### src/rtl/atomrvcore_mem_wb.sv
// Memory-access / writeback stage: runs req/gnt/rvalid data-memory transactions,
// writes ALU or load results to the register file and forwards branch redirects.
module atomrvcore_mem_wb #(
    parameter int DATAWIDTH        = 32,
    parameter int REG_ADRESS_WIDTH = 5
) (
    input  logic                        clk_i,
    input  logic                        rst_i,
    input  logic [DATAWIDTH-1:0]        result_i,
    input  logic [DATAWIDTH-1:0]        address_i,
    input  logic                        DR_EN_i,
    input  logic                        DWR_EN_i,
    input  logic [DATAWIDTH-1:0]        R2_i,
    input  logic [REG_ADRESS_WIDTH-1:0] RD_i,
    input  logic                        RWR_EN_i,
    input  logic [DATAWIDTH-1:0]        PC_i,
    input  logic                        BE_i,
    output logic                        stall_o,
    output logic                        dmem_req_o,
    output logic                        dmem_we_o,
    output logic [DATAWIDTH-1:0]        dmem_addr_o,
    output logic [DATAWIDTH-1:0]        dmem_wdata_o,
    input  logic                        dmem_gnt_i,
    input  logic                        dmem_rvalid_i,
    input  logic [DATAWIDTH-1:0]        dmem_rdata_i,
    output logic                        rf_we_o,
    output logic [REG_ADRESS_WIDTH-1:0] rf_waddr_o,
    output logic [DATAWIDTH-1:0]        rf_wdata_o,
    output logic                        redirect_o,
    output logic [DATAWIDTH-1:0]        redirect_pc_o
);

    typedef enum logic [1:0] {IDLE, REQ, WAIT} state_e;

    state_e                      state_q, state_d;
    logic                        we_q, we_d;
    logic [DATAWIDTH-1:0]        addr_q, addr_d;
    logic [DATAWIDTH-1:0]        wdata_q, wdata_d;
    logic [REG_ADRESS_WIDTH-1:0] rd_q, rd_d;
    logic                        rwr_q, rwr_d;
    logic                        rf_we_q, rf_we_d;
    logic [REG_ADRESS_WIDTH-1:0] rf_waddr_q, rf_waddr_d;
    logic [DATAWIDTH-1:0]        rf_wdata_q, rf_wdata_d;
    logic                        redir_q, redir_d;
    logic [DATAWIDTH-1:0]        redir_pc_q, redir_pc_d;

    always_comb begin
        state_d    = state_q;
        we_d       = we_q;
        addr_d     = addr_q;
        wdata_d    = wdata_q;
        rd_d       = rd_q;
        rwr_d      = rwr_q;
        rf_we_d    = 1'b0;
        rf_waddr_d = rf_waddr_q;
        rf_wdata_d = rf_wdata_q;
        redir_d    = 1'b0;
        redir_pc_d = redir_pc_q;
        unique case (state_q)
            IDLE: begin
                if (BE_i) begin
                    redir_d    = 1'b1;
                    redir_pc_d = PC_i;
                end
                // A load takes priority; a simultaneous store is dropped.
                if (DR_EN_i || DWR_EN_i) begin
                    state_d = REQ;
                    we_d    = !DR_EN_i;
                    addr_d  = address_i;
                    wdata_d = R2_i;
                    rd_d    = RD_i;
                    rwr_d   = RWR_EN_i;
                end else begin
                    rf_we_d    = RWR_EN_i && (RD_i != '0);
                    rf_waddr_d = RD_i;
                    rf_wdata_d = result_i;
                end
            end
            REQ: begin
                if (dmem_gnt_i) begin
                    state_d = we_q ? IDLE : WAIT;
                end
            end
            WAIT: begin
                if (dmem_rvalid_i) begin
                    state_d    = IDLE;
                    rf_we_d    = rwr_q && (rd_q != '0);
                    rf_waddr_d = rd_q;
                    rf_wdata_d = dmem_rdata_i;
                end
            end
            default: state_d = IDLE;
        endcase
    end

    always_ff @(posedge clk_i) begin
        if (rst_i) begin
            state_q    <= IDLE;
            we_q       <= 1'b0;
            addr_q     <= '0;
            wdata_q    <= '0;
            rd_q       <= '0;
            rwr_q      <= 1'b0;
            rf_we_q    <= 1'b0;
            rf_waddr_q <= '0;
            rf_wdata_q <= '0;
            redir_q    <= 1'b0;
            redir_pc_q <= '0;
        end else begin
            state_q    <= state_d;
            we_q       <= we_d;
            addr_q     <= addr_d;
            wdata_q    <= wdata_d;
            rd_q       <= rd_d;
            rwr_q      <= rwr_d;
            rf_we_q    <= rf_we_d;
            rf_waddr_q <= rf_waddr_d;
            rf_wdata_q <= rf_wdata_d;
            redir_q    <= redir_d;
            redir_pc_q <= redir_pc_d;
        end
    end

    assign stall_o       = (state_q != IDLE);
    assign dmem_req_o    = (state_q == REQ);
    assign dmem_we_o     = we_q;
    assign dmem_addr_o   = addr_q;
    assign dmem_wdata_o  = wdata_q;
    assign rf_we_o       = rf_we_q;
    assign rf_waddr_o    = rf_waddr_q;
    assign rf_wdata_o    = rf_wdata_q;
    assign redirect_o    = redir_q;
    assign redirect_pc_o = redir_pc_q;

endmodule

### config.mk
export PLATFORM = sky130hd
export DESIGN_NAME = atomrvcore_mem_wb
export DESIGN_NICKNAME = d
export VERILOG_FILES = /design/src/rtl/atomrvcore_mem_wb.sv
export SDC_FILE = /design/constraint.sdc
export NUM_CORES = 1
export LEC_CHECK = 0
export CORE_AREA = 2 2 120 122
export DETAILED_ROUTE_END_ITERATION = 16
export DIE_AREA = 0 0 122 124
export DONT_BUFFER_PORTS = 1
export SYNTH_ARGS = -nofsm -noshare
export SYNTH_HDL_FRONTEND = slang
export SYNTH_SLANG_ARGS = --single-unit
### constraint.sdc
create_clock -name clk_i -period 3.1 [get_ports clk_i]
set_clock_uncertainty 0.1 [all_clocks]
set_input_delay 0.62 -clock clk_i [delete_from_list [all_inputs] [get_ports clk_i]]
set_output_delay 0.62 -clock clk_i [all_outputs]
set_load 0.005 [all_outputs]
# Word level (Yosys, flattened, before mapping)
# Cells that the tools add are included.
# W data, S select, Z words.
totals:
  regBits: 144
  latchBits: 0
  ram_bits: 0
  rom_bits: 0
  inputBits: 173
  out_inout_bits: 138
  elab_cells: 47
  n_memories: 0
op_classes:
  add_sub_neg: 0
  mul: 0
  n_div: 0
  n_lt_le_gt_ge: 0
  eq_ne: 6
  shift: 0
  muxes: 15
  n_bitwise: 1
  n_reduce_logical: 14
op_table:
  columns: ["cell", "n"]
  rows:
  - ["$mux W32", 2]
  - ["$pmux W32 S2", 1]
  - ["$mux W5", 2]
  - ["$pmux W5 S2", 1]
  - ["$reduce_bool A5 Y1", 2]
  - ["$mux W2", 4]
  - ["$ne A2 B2 Y1 const B", 3]
  - ["$pmux W2 S3", 1]
  - ["$reduce_and A3 Y1", 2]
  - ["$reduce_and A2 Y1", 2]
  - ["$reduce_bool A2 Y1", 2]
  - ["$mux W1", 3]
  - ["$eq A2 B1 Y1 const B", 1]
  - ["$eq A2 B2 Y1 const B", 1]
  - ["$logic_and A1 B1 Y1", 2]
  - ["$logic_not A2 Y1", 1]
  - ["$ne A2 B1 Y1 const B", 1]
  - ["$pmux W1 S2", 1]
  - ["$reduce_or A2 Y1", 1]
  - ["$logic_not A1 Y1", 1]
  - ["$logic_or A1 B1 Y1", 1]
  - ["$not A1 Y1", 1]

# Logic depth before layout (Yosys ltp)
# Gate-level depths: netlist of run 1.
depth:
  ltp_word: 4
  mapped_depth: 6
  depth_no_buf: 4

# Worst setup path after synthesis of run 1
# OpenSTA, ideal clock, no wires.
synth_timing:
  path_kind: "input-to-reg"
  startpoint: "input DWR_EN_i"
  endpoint: "register rf_wdata_q[21] (netlist: rf_wdata_o[21])"
  setup_ps: 146
  arrival_ps: 1389
  required_ps: 2854
  setup_slack_ps: 1465
  path_stages: 5
  path_buffers: 2
  path_cell_list: "or3_1 buf_6 buf_6 o21ai_0 a211oi_2"
synth_between:
  elab_chain_cells: 3
synth_rtl:
  columns: ["element", "line", "source"]
  rows:
  - ["from (decl)", "12", "input logic DWR_EN_i,"]
  - ["$logic_or A1 B1 Y1", "66", "if (DR_EN_i || DWR_EN_i) begin"]
  - ["$ne A2 B2 Y1 (no line)", null, null]
  - ["$reduce_and A3 Y1 (no line)", null, null]
  - ["to (signal assigned)", "118", "rf_wdata_q <= rf_wdata_d;"]
  - ["to (decl)", "43", "logic [DATAWIDTH-1:0] rf_wdata_q, rf_wdata_d;"]
# Every way passes these cells.
# A chain may end at the register's enable or synchronous reset.

# Final worst setup path of run 1
layout_timing:
  startpoint: "register state_q[0]"
  endpoint: "output dmem_req_o"
layout_between:
  elab_chain_cells: 1
layout_rtl:
  columns: ["element", "line", "source"]
  rows:
  - ["from (decl)", "35", "state_e state_q, state_d;"]
  - ["from (signal assigned)", "110", "state_q <= state_d;"]
  - ["$eq A2 B1 Y1", "125", "assign dmem_req_o = (state_q == REQ);"]
  - ["to (decl)", "19", "output logic dmem_req_o,"]
# Every way passes these cells.

==> flow_summary.ini, run 1 <==
[sta]
tightest_slew_ns = 0.986
max_freq_mhz = 413
fin_crit_sh_pct = 78.0
final-hold-violation-count = 0
worst_slack_ns = 0.681
tns_ns = 0
relSlewSlack_pct = 34.3
finalCriticalPeriod_ns = 2.42
final-setup-viol-count = 0
rsz0062_at_grt = false
slew_violations = 0

[routing]
wl_met2_um = 8580
drt-total-wl_um = 16800
firstDrtPassIters = 5
wl_per_cell_um = 20.6
dr.first_iter.drc_count = 300
drc = 0
highest_layer = met4
dr_wl_met3_um = 1940
wl_met1_um = 6010
drtAntennaViolNets = 0
vias_per_cell = 6.11
via_count = 4982

[clock_tree]
clock_path_buffers = 2
post_cts_buffers = 0
ctsResizeCount = 0
postCtsHoldBufs = 0
path_clk_slew_ns = 0.06
clock_latency_ns = 0.41
numCtsBuffers = 17
cts.sinks = 144
cts_tree = done
cts-root-buf = clkbuf_16
htreeDepth = 4

[floorplan]
die_w_um = 122
io_pins = 311
start_util_pct = 42.8
dieHeight_um = 124
core_area_um2 = 13700
design.die.area_um2 = 15100
rows = 43

[critical_path]
cp.depth = 1
cpPeakStageDelay_ns = 0.91
worst_ep_arrival_time_ns = 1.70
slowest_stage = dfxtp_2
critPathTopFamily = flip-flops
cp.required_ns = 2.38
start_kind = flop
critical_path_class = reg -> out
cp-end-kind = output pin
critPathBufInv = 0
cp_max_fo = 44
crit_chain = nor2b_1
reg2reg_depth = 4

[final_layout]
final_cells = 816
fillers = 1317
syn2layout_area_growth_pct = 8.54
final_nets = 795
fin_util_pct = 46.5
regArea_um2 = 2880
drive_above_1_share_pct = 10.9
multi_input_area_um2 = 2600

[global_route]
antenna_found_initial = 1
grt_usage_pct = 20.7
grt_max_degree = 145
overflow = 0
grt_pass1_wl_um = 24500
first_global_vias = 4838

[pwr]
switching_power_mw = 1.26
pwr-share-comb_pct = 10.5
p_clk_share_pct = 42.7
internal_power_mw = 3.34
seqPwrFrac_pct = 46.9
ir_drop_v = 0.000310
swShare_pct = 27.5
power_density_nw_per_um2 = 722
p_leak_nw = 2.28

[synthesis]
yosysUniqueCellTypes = 29
synth-async-reset-ratio_pct = 0
ys_ff_latch = 144
synth_area_per_cell_um2 = 8.82
syn_area_um2 = 5870
netlist_instances = 666
synth_warnings = 0
yosysSeqAreaShare_pct = 49.1
ys.flop_type = dfxtp_1
synth_edf_count = 0
syn_nets = 839

[outcome]
status = complete, no violations

[placed_design]
dp_slack_ns = 0.908
hpwl_um = 11200
finalWeightedCongestion = 0.740
place_inst = 783
io_buffers = 0

[hold_path]
hp-class = in -> reg
whs_path_depth = 1

[run]
maxCapViolations = 0
worst paths after layout:
path / from / to / slack, ns
setup / recovery: state_q[0]$_SDFFE_PP0P_ / dmem_req_o / 0.68
setup reg to reg: state_q[0]$_SDFFE_PP0P_ / rf_wdata_o[15]$_SDFFE_PP0P_ / 1.09
hold / removal: rst_i / rf_wdata_o[21]$_SDFFE_PP0P_ / 0.17
hold reg to reg: rwr_q$_SDFFE_PP0P_ / rwr_q$_SDFFE_PP0P_ / 0.39
sequential cells by signal (all words and copies together) (netlist names):
name and cells:
rf_waddr_o 5, dmem_we_o 1, dmem_addr_o 32, rwr_q 1
redirect_pc_o 32, rd_q 5, redirect_o 1, state_q 2
dmem_wdata_o 32, rf_wdata_o 32, rf_we_o 1
cell type report:
| class | count | share of cell area [%] |
|---|---|---|
| inverters | 3 | 0.177 |
| well taps | 180 | 3.53 |
| clock buffers | 19 | 6.95 |
| multi-input cells | 445 | 40.8 |
| diodes | 1 | 0.0393 |
| flip-flops and latches | 144 | 45.2 |
| repair buffers | 11 | 1.30 |
| clock inverters | 13 | 1.96 |
cells in the final DEF (no fill, tap or decap), types with 2 or more instances in the layout:
master and n:
a211oi_1 19, a211oi_2 20, a21oi_1 109, buf_4 11, clkbuf_16 17, clkinv_2 3, clkinv_4 2, dfxtp_1 143
inv_1 2, inv_6 5, mux2i_1 32, nand2_1 2, nand3_1 70, nor2_1 34, nor2_4 2, nor2b_1 2
nor3_1 37, o21ai_0 104, o21ai_1 3, or4_1 2
metrics by stage:
step | power [mW] | hold slack (ns) | instance area, µm²
finish | 4.60 | 0.168 | 6370
floorplan | 2.60 | 0.355 | 5870
detailed placement | 2.68 | 0.381 | 5800
global placement | 2.65 | 0.365 | 5800
CTS | 4.65 | 0.152 | 6370
global route | 4.81 | 0.150 | 6370
power groups by stage:
| stage | combinational (mW) | sequential (mW) | clock [mW] |
|---|---|---|---|
| 2_1_floorplan | 0.471 | 2.13 | 0 |
| 3_3_place_gp | 0.459 | 2.19 | 0 |
| 3_5_place_dp | 0.485 | 2.20 | 0 |
| 4_1_cts | 0.486 | 2.16 | 2.01 |
| 5_1_grt | 0.544 | 2.17 | 2.09 |
| 6_report | 0.482 | 2.16 | 1.96 |
per-layer routing:
| metal | GRT usage, % | vias up |
|---|---|---|
| met5 | 0 | - |
| met4 | 8.48 | 0 |
| met3 | 8.93 | 24 |
| met2 | 35.8 | 250 |
| met1 | 22.4 | 2386 |
| li1 | - | 2322 |
synthesized netlist by cell type (2+ instances only):
cell	count	area, µm²
o21ai_0	104	521
nor2b_1	2	12.5
mux2i_1	32	320
a21oi_1	109	546
a211oi_2	20	250
nor2_1	36	135
nand3_1	70	350
buf_6	10	113
o21ai_1	3	15.0
dfxtp_1	144	2880
clkbuf_1	35	131
inv_1	2	7.51
nand2_1	2	7.51
nor3_1	37	185
buf_2	24	120
a211oi_1	19	143
or4_1	2	15.0
buf_4	4	30.0
kinds of logic (layout without fill, tap and decap cells):
group / Yosys count / in the layout / share of synthesized area [%]
flops: 144 / 144 / 49.1
other cells: 0 / 1 / 0
simple gates: 155 / 155 / 13.0
mux: 32 / 32 / 5.45
compound gates: 258 / 258 / 25.5
buf+inv: 77 / 46 / 6.97
Power figures use the tool's default switching activity.
==> run 2, diff against run 1 <==
clock period = 2.1 ns   (was 3.1 ns; I/O delays follow)
==> flow_summary.ini, run 2 (same netlist as run 1, synthesis figures left out) <==
[clock_tree]
numCtsBuffers = 17
cts-root-buf = clkbuf_16
path_clk_slew_ns = 0.06
clock_path_buffers = 2
cts_tree = done
clock_latency_ns = 0.40
htreeDepth = 4
cts.sinks = 144

[routing]
drtAntennaViolNets = 0
wl_per_cell_um = 21.1
drc = 0
dr.first_iter.drc_count = 253
firstDrtPassIters = 5
drt-total-wl_um = 18700
via_count = 5319
vias_per_cell = 6.01

[outcome]
status = complete, no violations

[final_layout]
fin_util_pct = 51.9
final_cells = 885
diodes = 0
regArea_um2 = 2890
syn2layout_area_growth_pct = 21.3
final_nets = 866
multi_input_area_um2 = 2600
layout_common_cells = dfxtp_1 (142), a21oi_1 (109), o21ai_0 (104)
final_common_cell = dfxtp_1
design_area_um2 = 7120
drive_above_1_share_pct = 10.8
fillers = 1278

[placed_design]
finalWeightedCongestion = 0.810
hpwl_um = 11700
io_buffers = 0
place_inst = 789
dp_slack_ns = 0.461
placed_area_um2 = 5870

[sta]
final-setup-viol-count = 0
tns_ns = 0
rsz0062_at_grt = false
slew_violations = 0
finalCriticalPeriod_ns = 2.00
max_freq_mhz = 499
final-hold-violation-count = 0
tightest_slew_ns = 0.637
relSlewSlack_pct = 57.5
worst_slack_ns = 0.0969
fin_crit_sh_pct = 95.4
worst_hold_slack_ns = 0.0492

[critical_path]
cp_max_fo = 37
worst_ep_arrival_time_ns = 2.25
r2r-end = rf_wdata_o[0]$_SDFFE_PP0P_
start_kind = flop
cp-end-kind = flop
crit_path_start = state_q[1]$_SDFFE_PP0P_
critical_path_class = reg -> reg
cp.required_ns = 2.35
r2r-start = state_q[1]$_SDFFE_PP0P_
crit_end = rf_wdata_o[0]$_SDFFE_PP0P_
reg2reg_slack_ns = 0.1
reg2reg_depth = 4

[floorplan]
dieHeight_um = 124
die_w_um = 122
design.die.area_um2 = 15100
io_pins = 311
rows = 43
core_area_um2 = 13700
start_util_pct = 42.8

[global_route]
grt_pass1_wl_um = 26900
antenna_found_initial = 0
overflow = 0
first_global_vias = 5218
grt_max_degree = 145
grt_usage_pct = 22.7

[run]
maxCapViolations = 0

[pwr]
ir_drop_v = 0.000709
power_mw = 7.04
power_density_nw_per_um2 = 989
p_leak_nw = 2.72

[hold_path]
hp-class = in -> reg
run 2: final cells by class:
type                       count  area share, %
sequential                   144           40.6
multi-input combinational    445           36.5
timing repair buffer          82           11.5
clock buffer                  21           6.47
tap                          180           3.16
clock inverter                10           1.56
inverter                       3          0.158
run 2: worst max-delay path, cell delays in order (launching register included):
cell and delay, ns:
dfxtp_4 0.39, inv_2 0.48, a21oi_1 0.13, a211oi_1 0.26, dlygate4sd3_1 0.57
run 2: what timing repair did:
action	4_1_cts	5_1_grt
endpoints found under the setup margin	0	62
hold endpoints to repair	143	42
hold buffers	63	1
setup buffers	0	1
gates resized for setup	0	4
run 2: worst min-delay path by stage:
| stage | startpoint | cells past startpoint | endpoint | slack, ns |
|---|---|---|---|---|
| final | rst_i | 1 | redirect_pc_o[20]$_SDFFE_PP0P_ | 0.05 |
| after global routing | rst_i | 1 | redirect_pc_o[23]$_SDFFE_PP0P_ | 0.008 |
| after CTS | rst_i | 1 | rf_wdata_o[19]$_SDFFE_PP0P_ | -0.04 |
| after detailed placement | rwr_q$_SDFFE_PP0P_ | 2 | rwr_q$_SDFFE_PP0P_ | 0.36 |
| after global placement | rwr_q$_SDFFE_PP0P_ | 2 | rwr_q$_SDFFE_PP0P_ | 0.36 |
| after floorplan | rwr_q$_SDFFE_PP0P_ | 2 | rwr_q$_SDFFE_PP0P_ | 0.35 |
run 2: per-layer routing:
metal	vias to the layer above	share of wire (%)	global-route usage (%)
met5	-	0	0
met4	0	1.5	9.34
met3	24	10	8.88
met2	261	52	40.5
met1	2578	36	23.9
li1	2456	-	-
run 2: power by group:
part           internal (mW)  total, mW  switching, mW
Combinational          0.425      0.941          0.515
Sequential              2.97       3.17          0.204
Clock                   1.80       2.93           1.13
Total                   5.19       7.04           1.85
==> run 3, diff against run 2 <==
CORE_AREA = default   (was 2 2 120 122)
CORE_UTILIZATION = 36   (was default)
DIE_AREA = default   (was 0 0 122 124)
DONT_BUFFER_PORTS = default   (was 1)
PLACE_DENSITY = 0.77   (was default)
==> flow_summary.ini, run 3 (same netlist as run 1, synthesis figures left out) <==
[critical_path]
cpPeakStageDelay_ns = 0.53
crit_chain = nor2b_4 -> clkdlybuf4s50_1
slowest_stage = clkdlybuf4s50_1
crit_path_start = state_q[0]$_SDFFE_PP0P_
crit_end = dmem_req_o
cp_max_fo = 4
critPathTopFamily = buffers and inverters
worst_ep_arrival_time_ns = 1.50
cp-end-kind = output pin
cp.required_ns = 1.58
r2r-end = dmem_addr_o[30]$_SDFFE_PP0P_
r2r-start = state_q[1]$_SDFFE_PP0P_
critical_path_class = reg -> out
critPathBufInv = 1
cp.depth = 2
reg2reg_slack_ns = 0.35
reg2reg_depth = 4
start_kind = flop

[routing]
drtAntennaViolNets = 0
vias_per_cell = 5.28
firstDrtPassIters = 5
wl_per_cell_um = 17.1
drt-total-wl_um = 20000
via_count = 6171
dr.first_iter.drc_count = 374
drc = 0

[clock_tree]
path_clk_slew_ns = 0.06
cts-root-buf = clkbuf_16
clock_latency_ns = 0.41
htreeDepth = 4
postCtsHoldBufs = 0
clock_path_buffers = 2
cts.sinks = 144
cts_tree = done
numCtsBuffers = 17

[placed_design]
finalWeightedCongestion = 0.744
io_buffers = 310
place_inst = 1137
hpwl_um = 13300

[floorplan]
io_pins = 311
design.die.area_um2 = 16800
core_area_um2 = 15900
start_util_pct = 37.0
dieHeight_um = 130
rows = 46
die_w_um = 130

[global_route]
antenna_found_initial = 0
grt_usage_pct = 23.1
grt_max_degree = 94
grt_pass1_wl_um = 30300
first_global_vias = 5852
overflow = 0

[sta]
finalCriticalPeriod_ns = 2.02
tns_ns = 0
relSlewSlack_pct = 47.2
rsz0062_at_grt = false
tightest_slew_ns = 0.792
fin_crit_sh_pct = 96.2
final-setup-viol-count = 0
final-hold-violation-count = 0
max_freq_mhz = 495
slew_violations = 0

[hold_path]
hp-class = reg -> reg

[final_layout]
layout_common_cells = clkdlybuf4s50_1 (309), dfxtp_1 (142), a21oi_1 (109)
multi_input_area_um2 = 2610
drive_above_1_share_pct = 8.39
fillers = 1422
syn2layout_area_growth_pct = 64.7
final_cells = 1169
diodes = 0
regArea_um2 = 2890
final_common_cell = clkdlybuf4s50_1
final_nets = 1113

[run]
maxCapViolations = 0

[outcome]
status = complete, no violations

[pwr]
p_leak_nw = 3.51
ir_drop_v = 0.000518
power_mw = 7.48
power_density_nw_per_um2 = 773
## run 3: changes by cell type in the layout (fill, tap and decap cells not counted), sizes merged
cell,previous run,this run
clkdlybuf4s50,0,309
clkinv,4,6
bufinv,2,0
inv,4,5
dlygate4sd3,63,0
buf,19,20
## run 3: worst min-delay path by stage
stage | from | endpoint | slack [ns] | cells past startpoint
finish | dmem_wdata_o[26]$_SDFFE_PP0P_ | dmem_wdata_o[26]$_SDFFE_PP0P_ | 0.37 | 2
floorplan | rwr_q$_SDFFE_PP0P_ | rwr_q$_SDFFE_PP0P_ | 0.35 | 2
CTS | dmem_addr_o[0]$_SDFFE_PP0P_ | dmem_addr_o[0]$_SDFFE_PP0P_ | 0.37 | 2
detailed placement | dmem_addr_o[0]$_SDFFE_PP0P_ | dmem_addr_o[0]$_SDFFE_PP0P_ | 0.37 | 2
global placement | dmem_wdata_o[16]$_SDFFE_PP0P_ | dmem_wdata_o[16]$_SDFFE_PP0P_ | 0.36 | 2
global route | dmem_addr_o[26]$_SDFFE_PP0P_ | dmem_addr_o[26]$_SDFFE_PP0P_ | 0.40 | 2
## run 3: stage by stage
stage	hold WS (ns)	instance area [µm²]	utilization, %	setup slack, ns
after detailed placement	0.366	9120	57.4	-0.00371
after CTS	0.374	9670	60.9	0.0139
final	0.372	9670	60.9	0.0789
after floorplan	0.355	5870	-	0.643
after global routing	0.398	9670	60.9	0.0202
after global placement	0.360	9120	57.4	0.0331
## run 3: what timing repair did
item	4_1_cts	5_1_grt
endpoints found under the setup margin	1	1
endpoints found under the hold margin	0	0
resized for setup	1	2
setup buffers	0	0
pin swaps	0	0
## run 3: metal layers
metal	routed length, µm	GRT usage (%)	vias to the layer above
met2	9920	38.9	269
met4	323	8.07	0
met5	0	0	-
li1	-	-	2951
met1	7870	27.1	2923
met3	1900	8.57	28
## run 3: report_power, final
group          internal (mW)  leakage [nW]  total [mW]  switching (mW)
Combinational          0.936          2.06        1.65           0.709
Clock                   1.58         0.260        2.75            1.18
Sequential              2.96          1.19        3.08           0.118
Total                   5.48          3.51        7.48            2.00
## run 3: final cells by class
| cell class | instances | area share (%) |
|---|---|---|
| Clock buffer | 21 | 4.76 |
| Clock inverter | 11 | 0.841 |
| Inverter | 3 | 0.116 |
| Multi-Input combinational cell | 445 | 27.0 |
| Sequential cell | 144 | 29.8 |
| Tap cell | 216 | 2.79 |
| Timing Repair Buffer | 329 | 34.7 |
## run 3: worst min-delay path: cells and delay by family (launching register included)
kind / cells / cell delay, ns
AOI/OAI and AO/OA: 2 / 0.12
DFF: 1 / 0.30
